### src/rtl/spi_pkg.sv
// Shared SPI definitions: FSM encoding, mode constants and frame width.
package spi_pkg;

    localparam int SPI_WIDTH = 8;

    typedef enum logic {
        IDLE   = 1'b0,
        ACTIVE = 1'b1
    } spi_state_e;

    // Mode constants in {CKE,CKP} order, same as the master side.
    localparam logic [1:0] IDEAL_ZERO_NORMAL_PHASE   = 2'b00;
    localparam logic [1:0] IDEAL_ONE_NORMAL_PHASE    = 2'b01;
    localparam logic [1:0] IDEAL_ZERO_INVERTED_PHASE = 2'b10;
    localparam logic [1:0] IDEAL_ONE_INVERTED_PHASE  = 2'b11;

    // Sampling happens on rising SCLK when the idle level and phase agree.
    function automatic logic sample_on_rise(input logic ckp, input logic cke);
        return (ckp == cke);
    endfunction

endpackage

### src/rtl/spi_slave_core_if.sv
// Pin and local-bus bundle of the SPI slave core.
interface spi_slave_core_if;
    import spi_pkg::*;

    logic                 CKP;
    logic                 CKE;
    logic                 CS;
    logic                 SCLK;
    logic                 MOSI;
    logic                 MISO;
    logic [SPI_WIDTH-1:0] data_TX;
    logic                 DATA_LOAD;
    logic                 TX_READY;
    logic [SPI_WIDTH-1:0] data_RX;
    logic                 RX_VALID;
    logic                 FRAME_ERR;
    logic                 BUSY;

    modport slave (
        input  CKP, CKE, CS, SCLK, MOSI, data_TX, DATA_LOAD,
        output MISO, TX_READY, data_RX, RX_VALID, FRAME_ERR, BUSY
    );

    modport master (
        output CKP, CKE, CS, SCLK, MOSI, data_TX, DATA_LOAD,
        input  MISO, TX_READY, data_RX, RX_VALID, FRAME_ERR, BUSY
    );

endinterface

### src/rtl/spi_sync_edge.sv
// Two-flop synchronizer followed by a rise/fall detector.
module spi_sync_edge #(
    parameter logic RST_VAL = 1'b0
) (
    input  logic clk,
    input  logic rst,
    input  logic d,
    output logic q,
    output logic rise,
    output logic fall
);

    logic meta_r;
    logic sync_r;
    logic prev_r;

    // Synchronizer chain plus one delayed copy for edge detection.
    always_ff @(posedge clk) begin
        if (rst) begin
            meta_r <= RST_VAL;
            sync_r <= RST_VAL;
            prev_r <= RST_VAL;
        end else begin
            meta_r <= d;
            sync_r <= meta_r;
            prev_r <= sync_r;
        end
    end

    assign q    = sync_r;
    assign rise = sync_r & ~prev_r;
    assign fall = ~sync_r & prev_r;

endmodule

### src/rtl/spi_slave_core.sv
// Byte-oriented SPI slave: oversampled pins, MSB-first shift in/out,
// one-byte TX buffer and one-cycle RX strobe towards local logic.
module spi_slave_core
    import spi_pkg::*;
#(
    parameter int WIDTH = SPI_WIDTH
) (
    input  logic             clk,
    input  logic             rst,
    spi_slave_core_if.slave  bus
);

    localparam int CNT_W = $clog2(WIDTH);

    // synchronized pins and edges
    logic cs_q_s, cs_rise_s, cs_fall_s;
    logic sclk_q_s, sclk_rise_s, sclk_fall_s;
    logic mosi_q_s, mosi_rise_s, mosi_fall_s;
    logic unused_s;

    // control
    spi_state_e       state_r, state_next;
    logic             cs_accept_s, sample_do_s, shift_do_s, abort_s;
    logic             byte_done_s, reload_s;
    logic             sample_rise_s, sample_edge_s, shift_edge_s;
    logic [1:0]       settle_r;
    logic             armed_r;
    logic             ckp_r, cke_r, skip_r;
    logic [CNT_W-1:0] bit_cnt_r;

    // data
    logic [WIDTH-1:0] tx_buf_r, tx_sr_r, tx_fill_s;
    logic             tx_ready_r;
    logic [WIDTH-2:0] rx_sr_r;
    logic [WIDTH-1:0] data_rx_r;
    logic             rx_valid_r, frame_err_r, miso_r, busy_r;

    // CS idles high, so its synchronizer starts high.
    spi_sync_edge #(.RST_VAL(1'b1)) u_sync_cs (
        .clk(clk), .rst(rst), .d(bus.CS), .q(cs_q_s), .rise(cs_rise_s), .fall(cs_fall_s)
    );

    spi_sync_edge #(.RST_VAL(1'b0)) u_sync_sclk (
        .clk(clk), .rst(rst), .d(bus.SCLK), .q(sclk_q_s), .rise(sclk_rise_s), .fall(sclk_fall_s)
    );

    spi_sync_edge #(.RST_VAL(1'b0)) u_sync_mosi (
        .clk(clk), .rst(rst), .d(bus.MOSI), .q(mosi_q_s), .rise(mosi_rise_s), .fall(mosi_fall_s)
    );

    // Level of SCLK and edges of MOSI are not needed.
    assign unused_s = ^{sclk_q_s, mosi_rise_s, mosi_fall_s};

    assign sample_rise_s = sample_on_rise(ckp_r, cke_r);
    assign sample_edge_s = sample_rise_s ? sclk_rise_s : sclk_fall_s;
    assign shift_edge_s  = sample_rise_s ? sclk_fall_s : sclk_rise_s;

    // State register.
    always_ff @(posedge clk) begin
        if (rst) begin
            state_r <= IDLE;
        end else begin
            state_r <= state_next;
        end
    end

    // Next state and per-cycle action decode; CS rise outranks SCLK edges.
    always_comb begin
        state_next  = state_r;
        cs_accept_s = 1'b0;
        sample_do_s = 1'b0;
        shift_do_s  = 1'b0;
        abort_s     = 1'b0;
        case (state_r)
            IDLE: begin
                if (cs_fall_s && armed_r) begin
                    state_next  = ACTIVE;
                    cs_accept_s = 1'b1;
                end else begin
                    state_next = IDLE;
                end
            end
            ACTIVE: begin
                if (cs_rise_s) begin
                    state_next = IDLE;
                    abort_s    = (bit_cnt_r != {CNT_W{1'b0}});
                end else if (sample_edge_s) begin
                    sample_do_s = 1'b1;
                end else if (shift_edge_s) begin
                    shift_do_s = 1'b1;
                end else begin
                    state_next = ACTIVE;
                end
            end
            default: begin
                state_next = IDLE;
            end
        endcase
    end

    assign byte_done_s = sample_do_s && (bit_cnt_r == CNT_W'(WIDTH - 1));
    assign reload_s    = cs_accept_s || byte_done_s;
    assign tx_fill_s   = tx_ready_r ? {WIDTH{1'b0}} : tx_buf_r;

    // Arm CS-fall acceptance only once the CS synchronizer holds real pin
    // data and shows CS high, so a reset inside a frame waits for a new frame.
    always_ff @(posedge clk) begin
        if (rst) begin
            settle_r <= 2'd0;
            armed_r  <= 1'b0;
        end else if (settle_r != 2'd3) begin
            settle_r <= settle_r + 2'd1;
            armed_r  <= 1'b0;
        end else if (cs_q_s) begin
            armed_r <= 1'b1;
        end else begin
            armed_r <= armed_r;
        end
    end

    // TX buffer: a local write always wins over the empty flag set by a reload.
    always_ff @(posedge clk) begin
        if (rst) begin
            tx_buf_r   <= {WIDTH{1'b0}};
            tx_ready_r <= 1'b1;
        end else if (bus.DATA_LOAD) begin
            tx_buf_r   <= bus.data_TX;
            tx_ready_r <= 1'b0;
        end else if (reload_s) begin
            tx_ready_r <= 1'b1;
        end else begin
            tx_ready_r <= tx_ready_r;
        end
    end

    // Shift registers, bit counter, captured mode and shift-skip flag.
    always_ff @(posedge clk) begin
        if (rst) begin
            tx_sr_r   <= {WIDTH{1'b0}};
            rx_sr_r   <= {(WIDTH-1){1'b0}};
            bit_cnt_r <= {CNT_W{1'b0}};
            ckp_r     <= 1'b0;
            cke_r     <= 1'b0;
            skip_r    <= 1'b0;
        end else if (cs_accept_s) begin
            tx_sr_r   <= tx_fill_s;
            bit_cnt_r <= {CNT_W{1'b0}};
            ckp_r     <= bus.CKP;
            cke_r     <= bus.CKE;
            // CKE=1 presents bit 7 already, so its first leading edge must not shift.
            skip_r    <= bus.CKE;
        end else if (abort_s) begin
            bit_cnt_r <= {CNT_W{1'b0}};
        end else if (sample_do_s) begin
            rx_sr_r   <= {rx_sr_r[WIDTH-3:0], mosi_q_s};
            bit_cnt_r <= bit_cnt_r + CNT_W'(1);
            if (byte_done_s) begin
                tx_sr_r <= tx_fill_s;
                skip_r  <= 1'b1;
            end else begin
                tx_sr_r <= tx_sr_r;
            end
        end else if (shift_do_s) begin
            if (skip_r) begin
                skip_r <= 1'b0;
            end else begin
                tx_sr_r <= {tx_sr_r[WIDTH-2:0], 1'b0};
            end
        end else begin
            tx_sr_r <= tx_sr_r;
        end
    end

    // Registered outputs towards pins and local logic.
    always_ff @(posedge clk) begin
        if (rst) begin
            data_rx_r   <= {WIDTH{1'b0}};
            rx_valid_r  <= 1'b0;
            frame_err_r <= 1'b0;
            miso_r      <= 1'b0;
            busy_r      <= 1'b0;
        end else begin
            if (byte_done_s) begin
                data_rx_r <= {rx_sr_r, mosi_q_s};
            end else begin
                data_rx_r <= data_rx_r;
            end
            rx_valid_r  <= byte_done_s;
            frame_err_r <= abort_s;
            miso_r      <= (state_r == ACTIVE) ? tx_sr_r[WIDTH-1] : 1'b0;
            busy_r      <= (state_next == ACTIVE);
        end
    end

    assign bus.MISO      = miso_r;
    assign bus.TX_READY  = tx_ready_r;
    assign bus.data_RX   = data_rx_r;
    assign bus.RX_VALID  = rx_valid_r;
    assign bus.FRAME_ERR = frame_err_r;
    assign bus.BUSY      = busy_r;

endmodule

### src/flat_wrapper.sv
// flat-port wrapper written by rule: the top's interface ports become plain ports
module spi_slave_core_flat import spi_pkg::*;
#(
    parameter int WIDTH = SPI_WIDTH
)
  (clk, rst, bus_CKP, bus_CKE, bus_CS, bus_SCLK, bus_MOSI, bus_data_TX, bus_DATA_LOAD, bus_MISO, bus_TX_READY, bus_data_RX, bus_RX_VALID, bus_FRAME_ERR, bus_BUSY);
  spi_slave_core_if bus_i ();
  input  logic clk;
  input  logic rst;
  input wire logic [$bits(bus_i.CKP)-1:0] bus_CKP;
  input wire logic [$bits(bus_i.CKE)-1:0] bus_CKE;
  input wire logic [$bits(bus_i.CS)-1:0] bus_CS;
  input wire logic [$bits(bus_i.SCLK)-1:0] bus_SCLK;
  input wire logic [$bits(bus_i.MOSI)-1:0] bus_MOSI;
  input wire logic [$bits(bus_i.data_TX)-1:0] bus_data_TX;
  input wire logic [$bits(bus_i.DATA_LOAD)-1:0] bus_DATA_LOAD;
  output wire logic [$bits(bus_i.MISO)-1:0] bus_MISO;
  output wire logic [$bits(bus_i.TX_READY)-1:0] bus_TX_READY;
  output wire logic [$bits(bus_i.data_RX)-1:0] bus_data_RX;
  output wire logic [$bits(bus_i.RX_VALID)-1:0] bus_RX_VALID;
  output wire logic [$bits(bus_i.FRAME_ERR)-1:0] bus_FRAME_ERR;
  output wire logic [$bits(bus_i.BUSY)-1:0] bus_BUSY;
  assign bus_i.CKP = bus_CKP;
  assign bus_i.CKE = bus_CKE;
  assign bus_i.CS = bus_CS;
  assign bus_i.SCLK = bus_SCLK;
  assign bus_i.MOSI = bus_MOSI;
  assign bus_i.data_TX = bus_data_TX;
  assign bus_i.DATA_LOAD = bus_DATA_LOAD;
  assign bus_MISO = bus_i.MISO;
  assign bus_TX_READY = bus_i.TX_READY;
  assign bus_data_RX = bus_i.data_RX;
  assign bus_RX_VALID = bus_i.RX_VALID;
  assign bus_FRAME_ERR = bus_i.FRAME_ERR;
  assign bus_BUSY = bus_i.BUSY;
  spi_slave_core #(.WIDTH(WIDTH)) u_core (.clk(clk), .rst(rst), .bus(bus_i));
endmodule
### config.mk
export PLATFORM = sky130hd
export DESIGN_NAME = spi_slave_core_flat
export DESIGN_NICKNAME = d
export VERILOG_FILES = /design/src/rtl/spi_pkg.sv /design/src/rtl/spi_slave_core_if.sv /design/src/rtl/spi_sync_edge.sv /design/src/rtl/spi_slave_core.sv /design/src/flat_wrapper.sv
export SDC_FILE = /design/constraint.sdc
export NUM_CORES = 1
export LEC_CHECK = 0
export ABC_AREA = 1
export CAP_MARGIN = 25
export CORE_AREA = 8 8 73 75
export CTS_BUF_LIST = sky130_fd_sc_hd__clkbuf_16
export CTS_CLUSTER_DIAMETER = 50
export DETAILED_ROUTE_END_ITERATION = 8
export DIE_AREA = 0 0 81 83
export GPL_TIMING_DRIVEN = 0
export PLACE_DENSITY_LB_ADDON = 0.25
export SLEW_MARGIN = 20
export SYNTH_ARGS = -nofsm -noshare
export SYNTH_HDL_FRONTEND = slang
export SYNTH_SLANG_ARGS = --single-unit
### constraint.sdc
create_clock -name clk -period 1.7 [get_ports clk]
set_input_delay 0.17 -clock clk [delete_from_list [all_inputs] [get_ports clk]]
set_output_delay 0.17 -clock clk [all_outputs]
set_load 0.01 [all_outputs]
==> flow_metrics.env <==
export IMPL_insertion_delay_ns=0.29
export IMPL_ys_seq_area_share_pct=49.6
export IMPL_dieWidth_um=81
export IMPL_period_share_pct=89.9
export IMPL_vias=1827
export IMPL_drive_above_1_share_pct=8.70
export IMPL_synth_largest_area_cell="dfxtp_1"
export IMPL_post_route_drc_count=0
export IMPL_synth_area_top_cells="dfxtp_1 (50%), nand2_1 (8.9%), nor2_1 (7.9%)"
export IMPL_row_count=24
export IMPL_postSynthAreaPerCell_um2=7.51
export IMPL_core_mm2=0.00420
export IMPL_clock_skew_ns=0.00494
export IMPL_power_leakage_nw=1.21
export IMPL_cap_violations=0
export IMPL_dp_hpwl_mm=3.20
export IMPL_synth_ff_latch_count=53
export IMPL_drtIter0Drc=67
export IMPL_diodes=0
export IMPL_vdd_drop_max_mv=0.675
export IMPL_fmax_mhz=655
export IMPL_r2r_start="u_core.bit_cnt_r[0]"
export IMPL_setup_viol=0
export IMPL_fin_crit_ns=1.53
export IMPL_slew_headroom_pct=69.6
export IMPL_crit_end="u_core.tx_sr_r[5]"
export IMPL_ff2ff_setup_slack_ns=0.17
export IMPL_async_reset_ff_share_pct=0
export IMPL_ys_types=25
export IMPL_yosysWarnings=0
export IMPL_status="completed"
export IMPL_ant_nets=0
export IMPL_crit_type="flop to flop"
export IMPL_synth_top_cells_by_count="dfxtp_1 (53), nand2_1 (51), nor2_1 (45)"
export IMPL_synth_edf_count=0
export IMPL_syn_inst=285
export IMPL_htree_levels=2
export IMPL_fp_dieArea_mm2=0.00672
export IMPL_synth_most_common_cell="dfxtp_1"
export IMPL_finalMaxSlewViolations=0
export IMPL_die_h_um=83
export IMPL_ios=29
export IMPL_nNetsFinal=341
export IMPL_cp_start_kind="flop"
export IMPL_postCtsResizedCells=0
export IMPL_total_power_mw=2.74
export IMPL_crit_fanout=10
export IMPL_end_kind="flop"
export IMPL_grt_start_max_net_pins=17
export IMPL_synth_top_area_share_pct=49.6
export IMPL_antenna_found_initial=0
export IMPL_finalHoldViolCount=0
export IMPL_multi_input_area_um2=857
export IMPL_start_util_pct=50.9
export IMPL_final_seq_area_mm2=0.00106
export IMPL_overflow=0
export IMPL_cts_max_path_buffers=2
export IMPL_synth_nets=305
export IMPL_path_clk_slew_ns=0.07
export IMPL_syn_area_mm2=0.00214
export IMPL_nFillCells=381
export IMPL_startpoint="u_core.bit_cnt_r[0]"
export IMPL_power_per_cell_area_mw_per_mm2=1020
export IMPL_cts_sinks=53
export IMPL_cts_tree="yes"
export IMPL_gp_congestion=0.831
export IMPL_r2r_end="u_core.tx_sr_r[5]"
export IMPL_timing_final_ws_setup_ns=0.172
export IMPL_grt_pass1_vias=1756
export IMPL_wire_per_inst_um=12.0
export IMPL_hold_path_class="input port to flop"
export IMPL_r2r_cells=9
export IMPL_numCtsBuffers=5
export IMPL_synthFlopType="dfxtp_1"
export IMPL_rsz0062_at_grt="no"
export IMPL_grt_pass1_wl_mm=7.93
export IMPL_dr_pass1_iters=4
export IMPL_wl_mm=4.48
export IMPL_port_buffers=28
export IMPL_worstMarginPinSlew_ns=0.455
export IMPL_viasPerCell=4.89
export IMPL_fin_cells=374
export IMPL_place_ws_ns=-0.0388
export IMPL_grt_usage_pct=14.4
export IMPL_area_growth_syn_to_layout_pct=25.4
export IMPL_critPathArrivalTime_ns=1.71
export IMPL_dp_cells=365
export IMPL_cts_root_buf="clkbuf_16"
export IMPL_cp_required_ns=1.89
how the worst min path moves through the flow:
| stage | from | depth (start not counted) | to |
|---|---|---|---|
| floorplan | rst | 1 | u_core.cke_r |
| global placement | u_core.u_sync_sclk.meta_r | 2 | u_core.u_sync_sclk.q |
| detailed placement | u_core.u_sync_sclk.meta_r | 2 | u_core.u_sync_sclk.q |
| CTS | bus_SCLK | 3 | u_core.u_sync_sclk.meta_r |
| global route | bus_SCLK | 3 | u_core.u_sync_sclk.meta_r |
| finish | bus_MOSI | 3 | u_core.u_sync_mosi.meta_r |
report_power, final:
part | switching (mW) | internal (mW)
logic | 0.0884 | 0.0773
clock network | 0.428 | 0.840
registers | 0.0229 | 1.29
total | 0.540 | 2.20
routing by layer:
metal	part of all wire, %	global-route usage (%)
met1	46	17.5
met3	4.6	4.74
met2	48	22.8
met5	0	0
met4	1.8	5.37
kinds of logic after synthesis:
| group | Yosys count | share of synthesized area (%) |
|---|---|---|
| AO/OA/AOI/OAI | 48 | 11.5 |
| XOR/XNOR | 1 | 0.409 |
| adder cells (fa/ha/maj) | 4 | 2.34 |
| buffers and inverters | 55 | 10.4 |
| flip-flops | 53 | 49.6 |
| AND/OR/NAND/NOR | 124 | 25.8 |
sequential cells by signal (all words and copies together) (netlist names), 2 cells and up:
register,flops
u_core.bus.data_RX,8
u_core.tx_buf_r,8
u_core.tx_sr_r,8
u_core.rx_sr_r,7
u_core.bit_cnt_r,3
u_core.settle_r,2
metrics by stage:
step / hold WS (ns) / setup TNS, ns / utilization [%] / instance area (um^2)
after floorplan: 0.239 / 0 / - / 2140
after global placement: 0.389 / -0.0666 / 59.1 / 2480
after detailed placement: 0.397 / -0.106 / 59.1 / 2480
after CTS: 0.402 / 0 / 63.6 / 2680
after global routing: 0.422 / 0 / 63.8 / 2680
final: 0.403 / 0 / 63.8 / 2680
cells in the final DEF, fill, tap and decap left out, types with 2 or more instances in the layout:
master	n
nor3_1	3
nand2_1	51
inv_2	3
clkbuf_16	5
inv_1	41
o21ai_0	27
buf_4	2
nand3_4	2
a211oi_1	2
clkdlybuf4s50_1	28
a21oi_1	19
nand2_2	2
buf_2	3
dfxtp_1	53
clkbuf_1	5
or2_2	2
ha_1	4
nor2_1	45
nor2_2	2
bufinv_16	2
nand3_1	13
layout make-up:
class                   instances  area share, %
inverters                      45           6.30
repair buffers                 29           10.7
plain buffers                  10           1.96
clock buffers                   5           4.66
flip-flops and latches         53           39.6
well taps                      52           2.43
clock inverters                 3           2.43
multi-input cells             177           31.9
timing repair:
item | in CTS | in global routing
hold buffers | 0 | 0
setup buffers | 0 | 1
endpoints found under the setup margin | 0 | 3
worst max-delay path, stage by stage (launching register included):
cell	delay, ns
dfxtp_1	0.33
ha_1	0.20
ha_1	0.17
inv_1	0.09
nand4_1	0.16
nand3_4	0.18
buf_6	0.16
nand2_1	0.05
nand2_1	0.05
nor2_1	0.04
Power figures use the tool's default switching activity.
